--- src/rtl/bcd_7seg_decoder_pkg.sv ---
// Shared segment types, active-low glyph constants and the code-to-glyph lookup.
// Pattern literals read a..g left to right because index 0 of seg_t is segment a.
package bcd_7seg_pkg;

    typedef logic [0:6] seg_t;

    localparam seg_t SEG_BLANK  = 7'b1111111;
    localparam seg_t SEG_ALL_ON = 7'b0000000;

    localparam seg_t SEG_0 = 7'b0000001;
    localparam seg_t SEG_1 = 7'b1001111;
    localparam seg_t SEG_2 = 7'b0010010;
    localparam seg_t SEG_3 = 7'b0000110;
    localparam seg_t SEG_4 = 7'b1001100;
    localparam seg_t SEG_5 = 7'b0100100;
    localparam seg_t SEG_6 = 7'b0100000;
    localparam seg_t SEG_7 = 7'b0001111;
    localparam seg_t SEG_8 = 7'b0000000;
    localparam seg_t SEG_9 = 7'b0000100;
    localparam seg_t SEG_A = 7'b0001000;
    localparam seg_t SEG_B = 7'b1100000;
    localparam seg_t SEG_C = 7'b0110001;
    localparam seg_t SEG_D = 7'b1000010;
    localparam seg_t SEG_E = 7'b0110000;
    localparam seg_t SEG_F = 7'b0111000;

    // Unknown codes fall through to the default arm and therefore show blank.
    function automatic seg_t seg_lookup(input logic [3:0] code, input logic hex_en);
        seg_t r_pat;
        r_pat = SEG_BLANK;
        case (code)
            4'd0:  r_pat = SEG_0;
            4'd1:  r_pat = SEG_1;
            4'd2:  r_pat = SEG_2;
            4'd3:  r_pat = SEG_3;
            4'd4:  r_pat = SEG_4;
            4'd5:  r_pat = SEG_5;
            4'd6:  r_pat = SEG_6;
            4'd7:  r_pat = SEG_7;
            4'd8:  r_pat = SEG_8;
            4'd9:  r_pat = SEG_9;
            4'd10: r_pat = hex_en ? SEG_A : SEG_BLANK;
            4'd11: r_pat = hex_en ? SEG_B : SEG_BLANK;
            4'd12: r_pat = hex_en ? SEG_C : SEG_BLANK;
            4'd13: r_pat = hex_en ? SEG_D : SEG_BLANK;
            4'd14: r_pat = hex_en ? SEG_E : SEG_BLANK;
            4'd15: r_pat = hex_en ? SEG_F : SEG_BLANK;
            default: r_pat = SEG_BLANK;
        endcase
        return r_pat;
    endfunction

endpackage

--- src/rtl/bcd_7seg_decoder_if.sv ---
// Digit bus between a display controller (master) and one decoder (slave).
interface bcd_7seg_decoder_if;

    logic               en;
    logic [3:0]         bcd;
    logic               blank;
    logic               lamp_test;
    logic               rbi;
    logic               rbo;
    bcd_7seg_pkg::seg_t seg;

    modport master (
        output en, bcd, blank, lamp_test, rbi,
        input  rbo, seg
    );

    modport slave (
        input  en, bcd, blank, lamp_test, rbi,
        output rbo, seg
    );

endinterface

--- src/rtl/bcd_7seg_decoder_lut.sv ---
// Combinational code-to-glyph table, active-low.
// Codes 10-15 show A..F when HEX_DIGITS_EN is defined, otherwise blank.
module bcd_7seg_lut
    import bcd_7seg_pkg::*;
(
    input  logic [3:0] i_code,
    output seg_t       o_seg
);

`ifdef HEX_DIGITS_EN
    localparam logic HEX_EN = 1'b1;
`else
    localparam logic HEX_EN = 1'b0;
`endif

    assign o_seg = seg_lookup(i_code, HEX_EN);

endmodule

--- src/rtl/bcd_7seg_decoder.sv ---
// Registered BCD to seven-segment decoder for one HEX digit, with lamp test,
// blanking and ripple blanking. Optional A..F glyphs via HEX_DIGITS_EN.
module bcd_7seg_decoder
    import bcd_7seg_pkg::*;
#(
    parameter bit ACTIVE_LOW    = 1'b1,
    parameter bit LEADING_BLANK = 1'b0
) (
    input  logic                clk,
    input  logic                rst,
    bcd_7seg_decoder_if.slave   bus
);

    localparam seg_t SEG_RESET = ACTIVE_LOW ? SEG_BLANK : ~SEG_BLANK;

    seg_t w_lut_seg;
    seg_t w_seg_al;
    seg_t w_seg_next;
    logic w_is_zero;
    logic w_lead_blank;
    logic w_rbo_next;

    seg_t r_seg;
    logic r_rbo;

    bcd_7seg_lut u_lut (
        .i_code (bus.bcd),
        .o_seg  (w_lut_seg)
    );

    // Case compare keeps an unknown code from being treated as zero.
    always_comb begin
        w_is_zero = 1'b0;
        case (bus.bcd)
            4'd0:    w_is_zero = 1'b1;
            default: w_is_zero = 1'b0;
        endcase
    end

    assign w_lead_blank = LEADING_BLANK && bus.rbi && w_is_zero;
    assign w_rbo_next   = w_lead_blank;

    always_comb begin
        w_seg_al = w_lut_seg;
        if (bus.lamp_test) begin
            w_seg_al = SEG_ALL_ON;
        end else if (bus.blank) begin
            w_seg_al = SEG_BLANK;
        end else if (w_lead_blank) begin
            w_seg_al = SEG_BLANK;
        end
    end

    assign w_seg_next = ACTIVE_LOW ? w_seg_al : ~w_seg_al;

    always_ff @(posedge clk or posedge rst) begin
        if (rst) begin
            r_seg <= SEG_RESET;
            r_rbo <= 1'b0;
        end else if (bus.en) begin
            r_seg <= w_seg_next;
            r_rbo <= w_rbo_next;
        end
    end

    assign bus.seg = r_seg;
    assign bus.rbo = r_rbo;

endmodule

--- src/flat_wrapper.sv ---
// flat-port wrapper written by rule: the top's interface ports become plain ports
module bcd_7seg_decoder_flat import bcd_7seg_pkg::*;
#(
    parameter bit ACTIVE_LOW    = 1'b1,
    parameter bit LEADING_BLANK = 1'b0
)
  (clk, rst, bus_en, bus_bcd, bus_blank, bus_lamp_test, bus_rbi, bus_rbo, bus_seg);
  bcd_7seg_decoder_if bus_i ();
  input  logic clk;
  input  logic rst;
  input wire logic [$bits(bus_i.en)-1:0] bus_en;
  input wire logic [$bits(bus_i.bcd)-1:0] bus_bcd;
  input wire logic [$bits(bus_i.blank)-1:0] bus_blank;
  input wire logic [$bits(bus_i.lamp_test)-1:0] bus_lamp_test;
  input wire logic [$bits(bus_i.rbi)-1:0] bus_rbi;
  output wire logic [$bits(bus_i.rbo)-1:0] bus_rbo;
  output wire logic [$bits(bus_i.seg)-1:0] bus_seg;
  assign bus_i.en = bus_en;
  assign bus_i.bcd = bus_bcd;
  assign bus_i.blank = bus_blank;
  assign bus_i.lamp_test = bus_lamp_test;
  assign bus_i.rbi = bus_rbi;
  assign bus_rbo = bus_i.rbo;
  assign bus_seg = bus_i.seg;
  bcd_7seg_decoder #(.ACTIVE_LOW(ACTIVE_LOW), .LEADING_BLANK(LEADING_BLANK)) u_core (.clk(clk), .rst(rst), .bus(bus_i));
endmodule
--- config.mk ---
export PLATFORM = sky130hd
export DESIGN_NAME = bcd_7seg_decoder_flat
export DESIGN_NICKNAME = d
export VERILOG_FILES = /design/src/rtl/bcd_7seg_decoder_pkg.sv /design/src/rtl/bcd_7seg_decoder_if.sv /design/src/rtl/bcd_7seg_decoder_lut.sv /design/src/rtl/bcd_7seg_decoder.sv /design/src/flat_wrapper.sv
export SDC_FILE = /design/constraint.sdc
export NUM_CORES = 1
export LEC_CHECK = 0
export CORE_AREA = 2 2 39 41
export CTS_CLUSTER_DIAMETER = 40
export CTS_CLUSTER_SIZE = 14
export DETAILED_ROUTE_END_ITERATION = 8
export DIE_AREA = 0 0 41 43
export PLACE_DENSITY = 0.76
export SYNTH_ARGS = -nofsm -noshare
export SYNTH_HDL_FRONTEND = slang
export SYNTH_HIERARCHICAL = 1
export SYNTH_SLANG_ARGS = --single-unit
--- constraint.sdc ---
create_clock -name clk -period 1.54 [get_ports clk]
set_input_delay 0.231 -clock clk [delete_from_list [all_inputs] [get_ports clk]]
set_output_delay 0.231 -clock clk [all_outputs]
set_load 0.05 [all_outputs]
* Yosys cells after proc, flatten, opt, wreduce, memory -nomap -nowiden
Memories as Yosys holds them, arrays and structs flattened. Index checks and enable logic that the tools add are counted.
Storage, ports and cells: bits in registers 7, memory bits (read-only) 112, input bits 10, logic and storage cells 4, memories kept 1
Memory list:
- (name not given) | words 16, bits a word 7, rd ports 1, clocked after Yosys merged registers in 0, write ports 0, RTL line bcd_7seg_decoder_pkg.sv:31 | case (code)
Cells by class: muxes and demuxes 2
Operators with widths (count):
- 2-to-1 mux 7 bit | 2

* Longest topological paths before layout
An unclocked memory read counts as a cell.
word-level depth 3, depth in mapped cells 7, gate-level depth less buffers 7

* Hierarchy
Netlist, hierarchy kept.
Modules (own cells, without submodules):
- bcd_7seg_decoder | times used 1, cells each 34, area an instance 375.4 µm²
- bcd_7seg_lut | times used 1, cells each 33, area an instance 210.2 µm²

* Worst setup path before layout
No wires, ideal clock.
kind input -> register, start point input port bus_bcd[1], end point register u_core.r_seg[3] (netlist: u_core/bus.seg[3]), setup time 0.082 ns, arrival time 1.013 ns, path slack 0.445 ns, stages 7, cells stage by stage inv_1 > ha_1 > or2_1 > a21oi_2 > a31oi_1 > nor2_1 > o22ai_2
Between the ends: word-level cells in the longest chain between the ends 3
RTL lines:
- from (decl) | RTL line flat_wrapper.sv:12 | input wire logic [$bits(bus_i.bcd)-1:0] bus_bcd;
- memory (16 x 7 bit)
- net u_core.w_lut_seg[3] | RTL line bcd_7seg_decoder.sv:16 | seg_t w_lut_seg;
- 2-to-1 mux 7 bit | RTL line bcd_7seg_decoder.sv:47 | end else if (bus.blank) begin
- 2-to-1 mux 7 bit | RTL line bcd_7seg_decoder.sv:45 | if (bus.lamp_test) begin
- to (signal assigned) | RTL line bcd_7seg_decoder.sv:61 | r_seg <= w_seg_next;
- to (decl) | RTL line bcd_7seg_decoder.sv:23 | seg_t r_seg;
The timed path passes the listed nets, and every way through them passes these cells. A chain may end at the register's enable or synchronous reset.

* Worst setup path after layout
start point input port bus_bcd[1], end point register u_core.r_seg[6] (netlist: u_core/bus.seg[6])
The elaborated chain is that of the path after synthesis.

==> run_results.csv <==
group,metric,value,unit
worst_setup_path,cp_slowest_cell,"clkdlybuf4s50_1",
cts,cts.sinks,7,
cts,ctsHoldBuffers,0,
sta,whs,0.4391,ns
final_layout,stdcell_count,103,
cts,cts_buffers,3,
worst_setup_path,end_kind,"flop",
routing,avgRoutedWirePerCell,9.252,µm
outcome,status,"finished, final reports clean",
cts,cts_tree,"yes",
place,io_buffer_count,15,
grt,grt_max_degree,9,
floorplan,start_util,42.31,%
yosys,ys_warn_count,6,
worst_setup_path,required,1.72,ns
cts,clkTransAtPathRegs,0.05,ns
floorplan,die_width,41,µm
routing,first_iter_violations,1,
cts,clk_latency,0.25,ns
sta,setup_viol,0,
worst_setup_path,critical_path_class,"in -> reg",
yosys,synth_area_per_cell,8.740,µm²
routing,drt-vias-per-instance,4.563,
grt,use_met1,17.05,%
yosys,synth_area_leaders,"dfstp_2, o22ai_2, ha_1",
sta,fmax,0.7152,GHz
sta,fin_crit,1.398,ns
final_layout,final_util,61.48,%
grt,grt_pass1_vias,454,
floorplan,core_area,0.001384,mm²
sta,finalCritPeriodShare,90.80,%
place,dpl.hpwl,843.4,µm
worst_setup_path,cp_cell_sequence,"clkdlybuf4s50_1 -> inv_1 -> ha_1 -> or2_1 -> a21oi_2 -> nor2_1 -> nor2_1 -> o22ai_2",
routing,drtPass1Iterations,2,
final_layout,diodes,0,
sta,fin_skew,0,ns
floorplan,rows,14,
final_layout,fin_nets,103,
final_layout,area_growth,45.30,%
yosys,yosysTopAreaCellShare,31.41,%
worst_setup_path,slowest_delay,0.47,ns
min_path,hold_path.class,"in -> async",
cts,cts_root_buf,"clkbuf_4",
grt,grt.total_usage,14.85,%
cts,cts_resized,0,
routing,antenna_left,0,
yosys,synthDistinctLibCells,18,
routing,vias,470,
floorplan,num_io_pins,18,
cts,clock_tree.buffer_depth,2,
place,dp.cells,99,
yosys,syn_area,585.6,µm²
place,gp_congestion,0.7018,
sta,setup_tns,0,ns
sta,report.final.slew_viol_count,0,
yosys,synth_nets,82,
cts,htree_levels,1,
floorplan,die-area,0.001763,mm²
grt,met3_usage,3.141,%
worst_setup_path,path_max_fanout,4,
final_layout,regArea,183.9,µm²
yosys,seq_area_frac_synth,31.41,%
worst_setup_path,arrival,1.58,ns
sta,finalHoldViolCount,0,
yosys,synth_cells,67,
final_layout,layout_commonest_cell,"nor2_1",
final_layout,nFillCells,125,
sta,rsz0062_at_grt,"false",
worst_setup_path,crit_path_frequent_cell,"nor2_1",
floorplan,fp.dieH,43,µm
final_layout,drive_gt1_share,36.78,%
cts,post_cts_buffers,0,
grt,grt_busiest_layer,"met2",
final_layout,final_cell_mix,"nor2_1, inv_1, clkdlybuf4s50_1",
routing,drc,0,
grt,antenna_found_initial,0,
routing,drt_wl_total,953,µm
yosys,yosys.area.top_type,"dfstp_2",
run,timing.max_cap.violations,0,
worst_setup_path,rrSetupSlack,0.71,ns
final_layout,multi_input_comb_area,314.1,µm²
worst_setup_path,start_kind,"input port",
final_layout,largest_register_ffs,7,
grt,grt_overflow,0,
pwr,peakVddDrop,309.1,µV
grt,met2_usage,23.13,%
pwr,total_leakage_power,0.0003899,µW
yosys,ys_ff_latch,7,
pwr,p_per_area,803.8,mW/mm²
grt,grt_first_pass_wirelength,1.780,mm
[synth_stat cells (all sizes together)]
cell type  number
a21oi           3
nand2b          5
dfstp           7
o21ai           6
a31oi           1
or2b            1
o22ai           7
nand2           2
ha              5
or2             1
buf             5
inv            11
nor2           12
conb            1
[logic make-up (layout without fill, tap and decap cells)]
logic type,after synthesis,after routing,share of synthesized area [%]
simple gates,21,21,17.95
compound gates,17,17,24.36
buf+inv,16,36,14.96
flops,7,7,31.41
fa+ha+maj,5,5,10.68
other cells,1,1,0.6404
[metal layers]
layer  up-vias  wire, µm
li1        250         -
met3         5        64
met5         -         0
met1       199       354
met2        16       509
met4         0        25
[layout make-up]
type                       count  area share, %
tap                           16          2.353
sequential                     7          21.62
timing repair buffer          21          31.18
inverter                      11          4.853
multi-input combinational     44          36.91
clock buffer                   4          3.088
[power by group]
| group | leakage [µW] | switching, µW | internal, µW | total (µW) |
|---|---|---|---|---|
| logic | 0.000302 | 142 | 139 | 281 |
| clock network | 0.0000150 | 65.9 | 98.8 | 165 |
| registers | 0.0000733 | 20.0 | 218 | 238 |
[per-stage QoR]
step	setup slack (ns)	total power (µW)	area [µm²]
6_report	0.1417	683.9	850.8
5_1_grt	0.01868	734.9	850.8
4_1_cts	0.1417	693.4	850.8
3_5_place_dp	-0.1290	524.1	824.5
3_3_place_gp	-0.1041	518.5	824.5
2_1_floorplan	0.4449	398.1	585.6
[final timing paths]
kind,start,endpoint,cells past startpoint
worst max-delay path,bus_bcd[1],u_core/bus.seg[6]$_DFFE_PP1P_,8
worst min-delay path,rst,u_core/bus.seg[0]$_DFFE_PP1P_,2
worst max register to register,u_core/bus.seg[0]$_DFFE_PP1P_,u_core/bus.seg[0]$_DFFE_PP1P_,2
worst min register to register,u_core/bus.seg[3]$_DFFE_PP1P_,u_core/bus.seg[3]$_DFFE_PP1P_,2
max in group asynchronous,rst,u_core/bus.seg[2]$_DFFE_PP1P_,2
min in group clk,u_core/bus.seg[3]$_DFFE_PP1P_,u_core/bus.seg[3]$_DFFE_PP1P_,2
[critical path, delay by kind of cell]
kind | cells | cell delay, ns
AND/OR/NAND/NOR | 3 | 0.38
AO/OA/AOI/OAI | 2 | 0.24
buffers and inverters | 2 | 0.55
adder cells (fa/ha/maj) | 1 | 0.17
No activity file was read; power rests on OpenSTA's default activity.
